--- src/rtl/sdram_arb_pkg.sv ---
`default_nettype none
// ============================================================================
// sdram_arb_pkg : shared types and SDRAM map constants for the port arbiter
// Rev 1.0
// ============================================================================
package sdram_arb_pkg;

    typedef enum logic [1:0] {
        ST_IDLE    = 2'd0,
        ST_ACTIVE  = 2'd1,
        ST_RELEASE = 2'd2
    } arb_state_e;

    localparam int ADDR_W_DEF = 24;
    localparam int DATA_W_DEF = 16;

    // SDRAM word map: LCD GRAM frame first, photon-counter buffer right after it
    localparam int GRAM_BASE = 0;
    localparam int GRAM_LEN  = 384000;
    localparam int PCNT_BASE = 384000;
    localparam int PCNT_LEN  = 600;

endpackage
`default_nettype wire

--- src/rtl/sdram_port_arbiter_rr_picker.sv ---
`default_nettype none
// ============================================================================
// rr_picker : combinational round-robin picker, searching from last_grant+1
// Rev 1.0
// ============================================================================
module rr_picker #(
    parameter int NUM_REQ = 3,
    parameter int IDX_W   = $clog2(NUM_REQ)
) (
    input  logic [NUM_REQ-1:0] req_i,
    input  logic [IDX_W-1:0]   last_grant_i,
    output logic [IDX_W-1:0]   grant_o,
    output logic               any_req_o
);

    logic             w_found;
    logic [IDX_W-1:0] w_idx;

    always_comb begin
        grant_o = '0;
        w_found = 1'b0;
        w_idx   = '0;
        // Offset 1 first, so the previous winner is considered last
        for (int i = 1; i <= NUM_REQ; i++) begin
            w_idx = IDX_W'((int'(last_grant_i) + i) % NUM_REQ);
            if (!w_found && req_i[w_idx]) begin
                grant_o = w_idx;
                w_found = 1'b1;
            end
        end
    end

    assign any_req_o = |req_i;

endmodule
`default_nettype wire

--- src/rtl/sdram_port_arbiter.sv ---
`default_nettype none
// ============================================================================
// sdram_port_arbiter : round-robin sharing of the SDRAM glue port between
// NUM_REQ level-handshake requesters, with a done-timeout watchdog.
// Rev 1.0
// ============================================================================
module sdram_port_arbiter
    import sdram_arb_pkg::*;
#(
    parameter int NUM_REQ     = 3,
    parameter int ADDR_W      = ADDR_W_DEF,
    parameter int DATA_W      = DATA_W_DEF,
    parameter int TIMEOUT_CYC = 1023
) (
    input  logic                         clk,
    input  logic                         rst,
    input  logic                         en_i,
    input  logic [NUM_REQ-1:0]           req_rd_i,
    input  logic [NUM_REQ-1:0]           req_wr_i,
    input  logic [NUM_REQ*ADDR_W-1:0]    req_rd_addr_i,
    input  logic [NUM_REQ*ADDR_W-1:0]    req_wr_addr_i,
    input  logic [NUM_REQ*DATA_W-1:0]    req_wr_data_i,
    output logic [NUM_REQ-1:0]           rd_done_o,
    output logic [NUM_REQ-1:0]           wr_done_o,
    output logic [DATA_W-1:0]            rd_data_o,
    output logic                         sdram_rd_req_o,
    output logic [ADDR_W-1:0]            sdram_rd_addr_o,
    input  logic [DATA_W-1:0]            sdram_rd_data_i,
    input  logic                         sdram_rd_done_i,
    output logic                         sdram_wr_req_o,
    output logic [ADDR_W-1:0]            sdram_wr_addr_o,
    output logic [DATA_W-1:0]            sdram_wr_data_o,
    input  logic                         sdram_wr_done_i,
    output logic [$clog2(NUM_REQ)-1:0]   grant_id_o,
    output logic                         busy_o,
    output logic                         timeout_err_o
);

    localparam int IDX_W = $clog2(NUM_REQ);
    localparam int WD_W  = $clog2(TIMEOUT_CYC + 1);

    arb_state_e         state_q, state_d;
    logic [IDX_W-1:0]   grant_id_q, grant_id_d;
    logic [IDX_W-1:0]   last_grant_q, last_grant_d;
    logic               op_wr_q, op_wr_d;
    logic [ADDR_W-1:0]  addr_q, addr_d;
    logic [DATA_W-1:0]  wdata_q, wdata_d;
    logic [WD_W-1:0]    wdog_q, wdog_d;
    logic [NUM_REQ-1:0] rd_done_q, rd_done_d;
    logic [NUM_REQ-1:0] wr_done_q, wr_done_d;
    logic [DATA_W-1:0]  rd_data_q, rd_data_d;
    logic               timeout_err_q, timeout_err_d;

    logic [IDX_W-1:0]   w_pick;
    logic               w_any_req;
    logic               w_match;
    logic               w_expire;

    rr_picker #(
        .NUM_REQ (NUM_REQ),
        .IDX_W   (IDX_W)
    ) u_rr_picker (
        .req_i        (req_rd_i | req_wr_i),
        .last_grant_i (last_grant_q),
        .grant_o      (w_pick),
        .any_req_o    (w_any_req)
    );

    assign w_match  = op_wr_q ? sdram_wr_done_i : sdram_rd_done_i;
    assign w_expire = (wdog_q == WD_W'(TIMEOUT_CYC - 1));

    always_comb begin
        state_d       = state_q;
        grant_id_d    = grant_id_q;
        last_grant_d  = last_grant_q;
        op_wr_d       = op_wr_q;
        addr_d        = addr_q;
        wdata_d       = wdata_q;
        wdog_d        = wdog_q;
        rd_done_d     = '0;
        wr_done_d     = '0;
        rd_data_d     = rd_data_q;
        timeout_err_d = timeout_err_q;

        case (state_q)
            ST_IDLE: begin
                if (en_i && w_any_req) begin
                    grant_id_d   = w_pick;
                    last_grant_d = w_pick;
                    // A requester holding both levels gets its write first
                    op_wr_d      = req_wr_i[w_pick];
                    addr_d       = req_wr_i[w_pick]
                                 ? req_wr_addr_i[w_pick*ADDR_W +: ADDR_W]
                                 : req_rd_addr_i[w_pick*ADDR_W +: ADDR_W];
                    wdata_d      = req_wr_data_i[w_pick*DATA_W +: DATA_W];
                    wdog_d       = '0;
                    state_d      = ST_ACTIVE;
                end
            end

            ST_ACTIVE: begin
                if (w_match || w_expire) begin
                    state_d = ST_RELEASE;
                    if (op_wr_q) begin
                        wr_done_d[grant_id_q] = 1'b1;
                    end else begin
                        rd_done_d[grant_id_q] = 1'b1;
                        rd_data_d = w_match ? sdram_rd_data_i : '0;
                    end
                    if (!w_match) begin
                        timeout_err_d = 1'b1;
                    end
                end else begin
                    wdog_d = wdog_q + 1'b1;
                end
            end

            // One dead cycle lets the served requester drop req before the next pick
            ST_RELEASE: begin
                state_d = ST_IDLE;
            end

            default: begin
                state_d = ST_IDLE;
            end
        endcase
    end

    always_ff @(posedge clk or posedge rst) begin
        if (rst) begin
            state_q       <= ST_IDLE;
            grant_id_q    <= '0;
            last_grant_q  <= IDX_W'(NUM_REQ - 1);
            op_wr_q       <= 1'b0;
            addr_q        <= '0;
            wdata_q       <= '0;
            wdog_q        <= '0;
            rd_done_q     <= '0;
            wr_done_q     <= '0;
            rd_data_q     <= '0;
            timeout_err_q <= 1'b0;
        end else begin
            state_q       <= state_d;
            grant_id_q    <= grant_id_d;
            last_grant_q  <= last_grant_d;
            op_wr_q       <= op_wr_d;
            addr_q        <= addr_d;
            wdata_q       <= wdata_d;
            wdog_q        <= wdog_d;
            rd_done_q     <= rd_done_d;
            wr_done_q     <= wr_done_d;
            rd_data_q     <= rd_data_d;
            timeout_err_q <= timeout_err_d;
        end
    end

    assign sdram_rd_req_o  = (state_q == ST_ACTIVE) && !op_wr_q;
    assign sdram_wr_req_o  = (state_q == ST_ACTIVE) &&  op_wr_q;
    assign sdram_rd_addr_o = addr_q;
    assign sdram_wr_addr_o = addr_q;
    assign sdram_wr_data_o = wdata_q;
    assign rd_done_o       = rd_done_q;
    assign wr_done_o       = wr_done_q;
    assign rd_data_o       = rd_data_q;
    assign grant_id_o      = grant_id_q;
    assign busy_o          = (state_q != ST_IDLE);
    assign timeout_err_o   = timeout_err_q;

endmodule
`default_nettype wire
--- config.mk ---
export PLATFORM = sky130hd
export DESIGN_NAME = sdram_port_arbiter
export DESIGN_NICKNAME = d
export VERILOG_FILES = /design/src/rtl/sdram_arb_pkg.sv /design/src/rtl/sdram_port_arbiter_rr_picker.sv /design/src/rtl/sdram_port_arbiter.sv
export SDC_FILE = /design/constraint.sdc
export NUM_CORES = 1
export LEC_CHECK = 0
export CAP_MARGIN = 20
export CORE_MARGIN = 4
export CORE_UTILIZATION = 31
export DETAILED_ROUTE_END_ITERATION = 8
export GPL_ROUTABILITY_DRIVEN = 0
export GPL_TIMING_DRIVEN = 0
export PLACE_DENSITY = 0.68
export SYNTH_ARGS = -nofsm -noshare
export SYNTH_HDL_FRONTEND = slang
export SYNTH_SLANG_ARGS = --single-unit
--- constraint.sdc ---
create_clock -name clk -period 7.5 [get_ports clk]
set_clock_uncertainty 0.1 [all_clocks]
set_input_delay 0.75 -clock clk [delete_from_list [all_inputs] [get_ports clk]]
set_output_delay 0.75 -clock clk [all_outputs]
set_load 0.01 [all_outputs]
==> results.txt, run 1 <==
status - finished, final reports clean
crit path DAT - 3730 ps
crit path kind - reg -> reg
slew margin rel. - 0.419
# nets final - 1066
met1 Resource Use GR - 0.244
Max-cap violations - 0
Yosys reg bits - 79
Lkg Pwr - 3.60 nW
Post-synth EDFFs - 0
commonest non-fill, non-tap cell in the layout - clkdlybuf4s50_1
Worst-path clk slew - 60 ps
Worst-Margin Slew - 871 ps
most used flip-flop cell after synthesis - dfrtp_1
number of antenna diodes - 0
hpwl dp - 16700 um
Initial DRC Count - 210
Clock Latency Late Sink - 340 ps
share of layout cells above drive strength 1 - 0.158
dominant cells by area after synthesis - dfrtp_1, mux2i_1, o221ai_2
yosys warns - 0
crit end category - flop
Routed Antenna Nets - 0
Num CTS Buffers - 9
sum of negative setup slack - 0 ps
Post-Synthesis Cell Area - 5230 um2
Via-to-Cell Ratio - 4.92
grt peak-use layer - met2
I/O Buffers - 308
period utilization - 0.482
Critical-path top delay cell - dfrtp_1
Worst Path Max Fanout - 10
routed vias - 5241
Syn Area/Cell - 10.0 um2
min-delay worst type - reg -> reg
total track usage - 0.206
Setup Viol. Count Final - 0
clock period minus worst slack - 3610 ps
commonest non-fill, non-tap cells in the layout - clkdlybuf4s50_1, dfrtp_1, nand2_1
fin. max-slew vios - 0
die width - 138 um
core area - 16500 um2
H-tree depth - 3
Achievable Freq - 0.277 GHz
vias in the first global route - 5279
Required @ worst endpoint - 7610 ps
TritonCTS clock tree - built
clock sink count - 79
CTS resizes - 0
global route total overflow - 0
startpoint types - flop
VDD IR-drop max - 0.181 mV
WL/cell - 19.3 um
Synth top area share - 0.374
crit-path max cell delay - 510 ps
Multi-input gate area - 2740 um2
met3 Use GR - 0.0533
Top cell by count, worst path - buf_6
die span in y - 138 um
crit path cell chain - inv_1 > ha_1 > buf_6 > or3_1 > a2111o_1 > a21oi_2 > buf_4 > buf_6 > mux2_2 > a221oi_1 > nor2_1
Syn Inst Count - 521
RSZ-0062 raised after global routing - no
pin count of the biggest net entering global routing - 57
CP bufs+invs - 4
Net Count, Synth - 746
drt pass-1 iters - 4
Seq/Total Area, Yosys - 0.379
hold_buf cts - 0
fill count - 1528
row cnt - 47
Area Growth Syn to Fin - 70.1%
Placed Cells incl. Taps - 1050
fin cells - 1066
initial antenna violation count - 0
first-pass GRT wire length - 29700 um
final hold violations - 0
Root Driver - clkbuf_16
CP delay by family, top - compound AO/OA/AOI/OAI gates
clk buf depth - 2
Initial Utilization - 0.316
leading area contributor after synthesis - dfrtp_1
asr flop ratio synth - 1.00
register area - 1980 um2
die area - 19000 um2
routed wire length - 20600 um
PwrDens - 372 nW/um2
M2 GR Usage - 0.363
DRC Markers - 0
Synth cell types - 52
Post-CTS Setup Inserts - 0
# IOs - 311
## flip-flops by register name (all words and copies together) (netlist names)
signal           cells
sdram_rd_addr_o     24
rd_data_o           16
sdram_wr_data_o     16
wdog_q              10
rd_done_o            3
wr_done_o            3
grant_id_o           2
state_q              2
last_grant_q         1
op_wr_q              1
timeout_err_o        1
## cells by family (layout without fill, tap and decap cells)
logic type,count (synthesis),after routing,synth area share
compound gates,104,104,0.193
buf+inv,79,404,0.0970
flops,79,79,0.379
fa+ha+maj,6,6,0.0144
mux,65,65,0.128
simple gates,181,181,0.177
xor+xnor,7,7,0.0117
## synthesized netlist by cell type, types with 9 or more instances
library cell  instances
a221oi_1             16
a22o_1               17
buf_2                 9
buf_4                33
clkbuf_1             17
dfrtp_1              78
inv_1                10
mux2_2               16
mux2i_1              49
nand2_1              60
nor2_1               56
nor3_1               14
nor3_2               20
o2111ai_1            24
o221ai_2             20
## metrics by stage
stage                util  instance area [um2]  setup WS, ps  hold WS [ps]  total power [W]
CTS                 0.538                 8890          3840           361          0.00334
global placement    0.519                 8580          3170           339          0.00290
finish              0.538                 8890          3890           358          0.00331
floorplan               -                 5230          4360           365          0.00199
detailed placement  0.521                 8610          3720           347          0.00292
global route        0.538                 8890          3690           382          0.00354
## path summary, 6_finish.rpt
kind / from / to / slack (ps) / depth (start not counted)
setup / recovery: grant_id_o[0] / sdram_wr_data_o[2] / 3890 / 11
min in group asynchronous: rst / rd_data_o[1] / 620 / 2
hold reg to reg: timeout_err_o / timeout_err_o / 360 / 1
hold / removal: timeout_err_o / timeout_err_o / 360 / 1
max in group asynchronous: rst / last_grant_q[1] / 6040 / 3
setup reg to reg: grant_id_o[0] / sdram_wr_data_o[2] / 3890 / 11
## routing by layer
metal | share of wire | vias to the layer above | wire, um
li1 | - | 2546 | -
met1 | 0.39 | 2443 | 8040
met2 | 0.50 | 226 | 10400
met3 | 0.086 | 26 | 1770
met4 | 0.021 | 0 | 440
met5 | 0 | - | 0
## layout make-up
class                   count  area share
repair buffers            309       0.350
multi-input cells         363       0.308
clock buffers               9      0.0253
plain buffers              69      0.0528
well taps                 220      0.0310
flip-flops and latches     79       0.223
inverters                  10     0.00450
clock inverters             7     0.00563
## where the power goes
| group | switching (W) | internal [W] | leakage (nW) |
|---|---|---|---|
| Clock | 0.000187 | 0.000224 | 0.127 |
| Combinational | 0.00108 | 0.00108 | 2.49 |
| Sequential | 0.000134 | 0.000605 | 0.984 |
| Total | 0.00140 | 0.00191 | 3.60 |
Note: power is estimated with default switching activity, not from simulation.
==> run 2, diff against run 1 <==
==> constraint.sdc (replaced) <==
create_clock -name clk -period 3.4 [get_ports clk]
set_clock_uncertainty 0.1 [all_clocks]
set_input_delay 0.34 -clock clk [delete_from_list [all_inputs] [get_ports clk]]
set_output_delay 0.34 -clock clk [all_outputs]
set_load 0.01 [all_outputs]
==> results.txt, run 2 (same netlist as run 1, synthesis figures left out) <==
status - finished, final reports clean (unchanged)
Placed Cells incl. Taps - 1050 (unchanged)
crit path DAT - 3350 ps (was 3730 ps)
row cnt - 47 (unchanged)
Net Sw Frac - 0.425 (was 0.423)
Worst Path Max Fanout - 10 (unchanged)
PwrDens - 825 nW/um2 (was 372 nW/um2)
clk buf depth - 2 (unchanged)
WL/cell - 19.4 um (was 19.3 um)
Seq pwr share - 0.220 (was 0.223)
routed wire length - 20700 um (was 20600 um)
Worst-path clk slew - 70 ps (was 60 ps)
worst r2r src - last_grant_q[1] (was grant_id_o[0])
fin cells - 1067 (was 1066)
share of layout cells above drive strength 1 - 0.163 (was 0.158)
crit path kind - reg -> reg (unchanged)
Top cell by count, worst path - buf_6 (unchanged)
final hold violations - 0 (unchanged)
slew margin rel. - 0.415 (was 0.419)
first-pass GRT wire length - 29800 um (was 29700 um)
RSZ-0062 raised after global routing - no (unchanged)
Initial DRC Count - 216 (was 210)
Initial Utilization - 0.316 (unchanged)
# nets final - 1067 (was 1066)
Max-cap violations - 0 (unchanged)
Root Driver - clkbuf_16 (unchanged)
Achievable Freq - 0.309 GHz (was 0.277 GHz)
hpwl dp - 16700 um (unchanged)
global route total overflow - 0 (unchanged)
crit-path max cell delay - 550 ps (was 510 ps)
commonest non-fill, non-tap cell in the layout - clkdlybuf4s50_1 (unchanged)
Comb pwr share - 0.657 (was 0.653)
Routed Antenna Nets - 0 (unchanged)
final instance area - 8930 um2 (was 8890 um2)
H-tree depth - 3 (unchanged)
clock period minus worst slack - 3230 ps (was 3610 ps)
crit end category - flop (unchanged)
Setup Viol. Count Final - 0 (unchanged)
fin. max-slew vios - 0 (unchanged)
VDD IR-drop max - 0.430 mV (was 0.181 mV)
R2R cell count - 10 (was 11)
I/O Buffers - 308 (unchanged)
FF-to-FF End - sdram_wr_data_o[3] (was sdram_wr_data_o[2])
placed instance area - 8610 um2 (unchanged)
die span in y - 138 um (unchanged)
period utilization - 0.950 (was 0.482)
die width - 138 um (unchanged)
Overall Power - 0.00737 W (was 0.00331 W)
startpoint types - flop (unchanged)
routed vias - 5217 (was 5241)
Critical-path top delay cell - dfstp_2 (was dfrtp_1)
Required @ worst endpoint - 3520 ps (was 7610 ps)
Via-to-Cell Ratio - 4.89 (was 4.92)
post-layout util - 0.541 (was 0.538)
Pint - 0.00424 W (was 0.00191 W)
min-delay worst type - in -> async (was reg -> reg)
Num CTS Buffers - 9 (unchanged)
clock sink count - 79 (unchanged)
initial antenna violation count - 0 (unchanged)
vias in the first global route - 5301 (was 5279)
crit path cell chain - ha_1 > buf_6 > or3_1 > a2111o_1 > a21oi_4 > buf_6 > buf_6 > mux2_2 > a221oi_1 > nor2_1 (was inv_1 > ha_1 > buf_6 > or3_1 > a2111o_1 > a21oi_2 > buf_4 > buf_6 > mux2_2 > a221oi_1 > nor2_1)
number of antenna diodes - 0 (unchanged)
total track usage - 0.207 (was 0.206)
pin count of the biggest net entering global routing - 57 (unchanged)
Worst-Margin Slew - 878 ps (was 871 ps)
drt pass-1 iters - 4 (unchanged)
die area - 19000 um2 (unchanged)
reg2reg setup slack - 170 ps (was 3890 ps)
Clock Latency Late Sink - 340 ps (about the same)
# IOs - 311 (unchanged)
fill count - 1527 (was 1528)
Clock Power Share - 0.123 (was 0.124)
Net Sw Power - 0.00313 W (was 0.00140 W)
max reg flops - 24 (unchanged)
commonest non-fill, non-tap cells in the layout - clkdlybuf4s50_1, dfrtp_1, nand2_1 (unchanged)
Lkg Pwr - 3.61 nW (was 3.60 nW)
TritonCTS clock tree - built (unchanged)
Area Growth Syn to Fin - 71.0% (was 70.1%)
DRC Markers - 0 (unchanged)
core area - 16500 um2 (unchanged)
==> run 2: repair_timing <==
action                     in CTS  in global routing
setup endpoints to repair      24                  5
setup buffers                   1                  0
pin swaps                       0                  1
hold buffers                    0                  0
resized for setup               4                  2
==> run 2: stage by stage <==
stage          hold slack [ps]  TNS, ps  setup WS [ps]
2_1_floorplan              365        0            259
3_3_place_gp               339   -41010           -523
3_5_place_dp               347    -1070           -227
4_1_cts                    225        0           79.6
5_1_grt                    239        0           9.18
6_report                   208        0            168
==> run 2: how the worst max path moves through the flow <==
| stage | start | endpoint | slack (ps) | depth (start not counted) |
|---|---|---|---|---|
| after global placement | rst | sdram_wr_data_o[3] | -520 | 2 |
| after detailed placement | grant_id_o[0] | sdram_wr_data_o[2] | -230 | 11 |
| after floorplan | grant_id_o[0] | sdram_wr_data_o[3] | 260 | 11 |
| after global routing | last_grant_q[1] | sdram_wr_data_o[4] | 9 | 9 |
| after CTS | last_grant_q[1] | sdram_wr_data_o[7] | 80 | 10 |
| final | last_grant_q[1] | sdram_wr_data_o[3] | 170 | 10 |
==> run 2: cell type report <==
type / instances / area, um2 / area share
repair buffers: 310 / 3120 / 0.349
clock buffers: 9 / 225 / 0.0252
inverters: 10 / 40.0 / 0.00448
clock inverters: 7 / 50.0 / 0.00560
plain buffers: 69 / 473 / 0.0529
flip-flops and latches: 79 / 1980 / 0.222
well taps: 220 / 275 / 0.0308
multi-input cells: 363 / 2770 / 0.310
==> run 2: worst max-delay path, delay by kind of cell (launching register included) <==
family	cells	cell delay (ps)
simple gates	2	470
buf+inv	3	490
fa+ha+maj	1	230
flops	1	550
mux	1	350
compound gates	3	910
==> run 2: power groups by stage <==
stage | Clock, W | Combinational [W] | Sequential (W)
CTS | 0.000936 | 0.00485 | 0.00163
global placement | 0 | 0.00476 | 0.00163
detailed placement | 0 | 0.00479 | 0.00165
global route | 0.000986 | 0.00524 | 0.00167
floorplan | 0 | 0.00266 | 0.00173
finish | 0.000906 | 0.00484 | 0.00162
==> run 2: metal layers <==
metal	vias to the layer above	share of wire	track usage
li1	2550	-	-
met1	2432	0.39	0.244
met2	208	0.50	0.367
met3	27	0.082	0.0533
met4	0	0.023	0.0681
met5	-	0	0
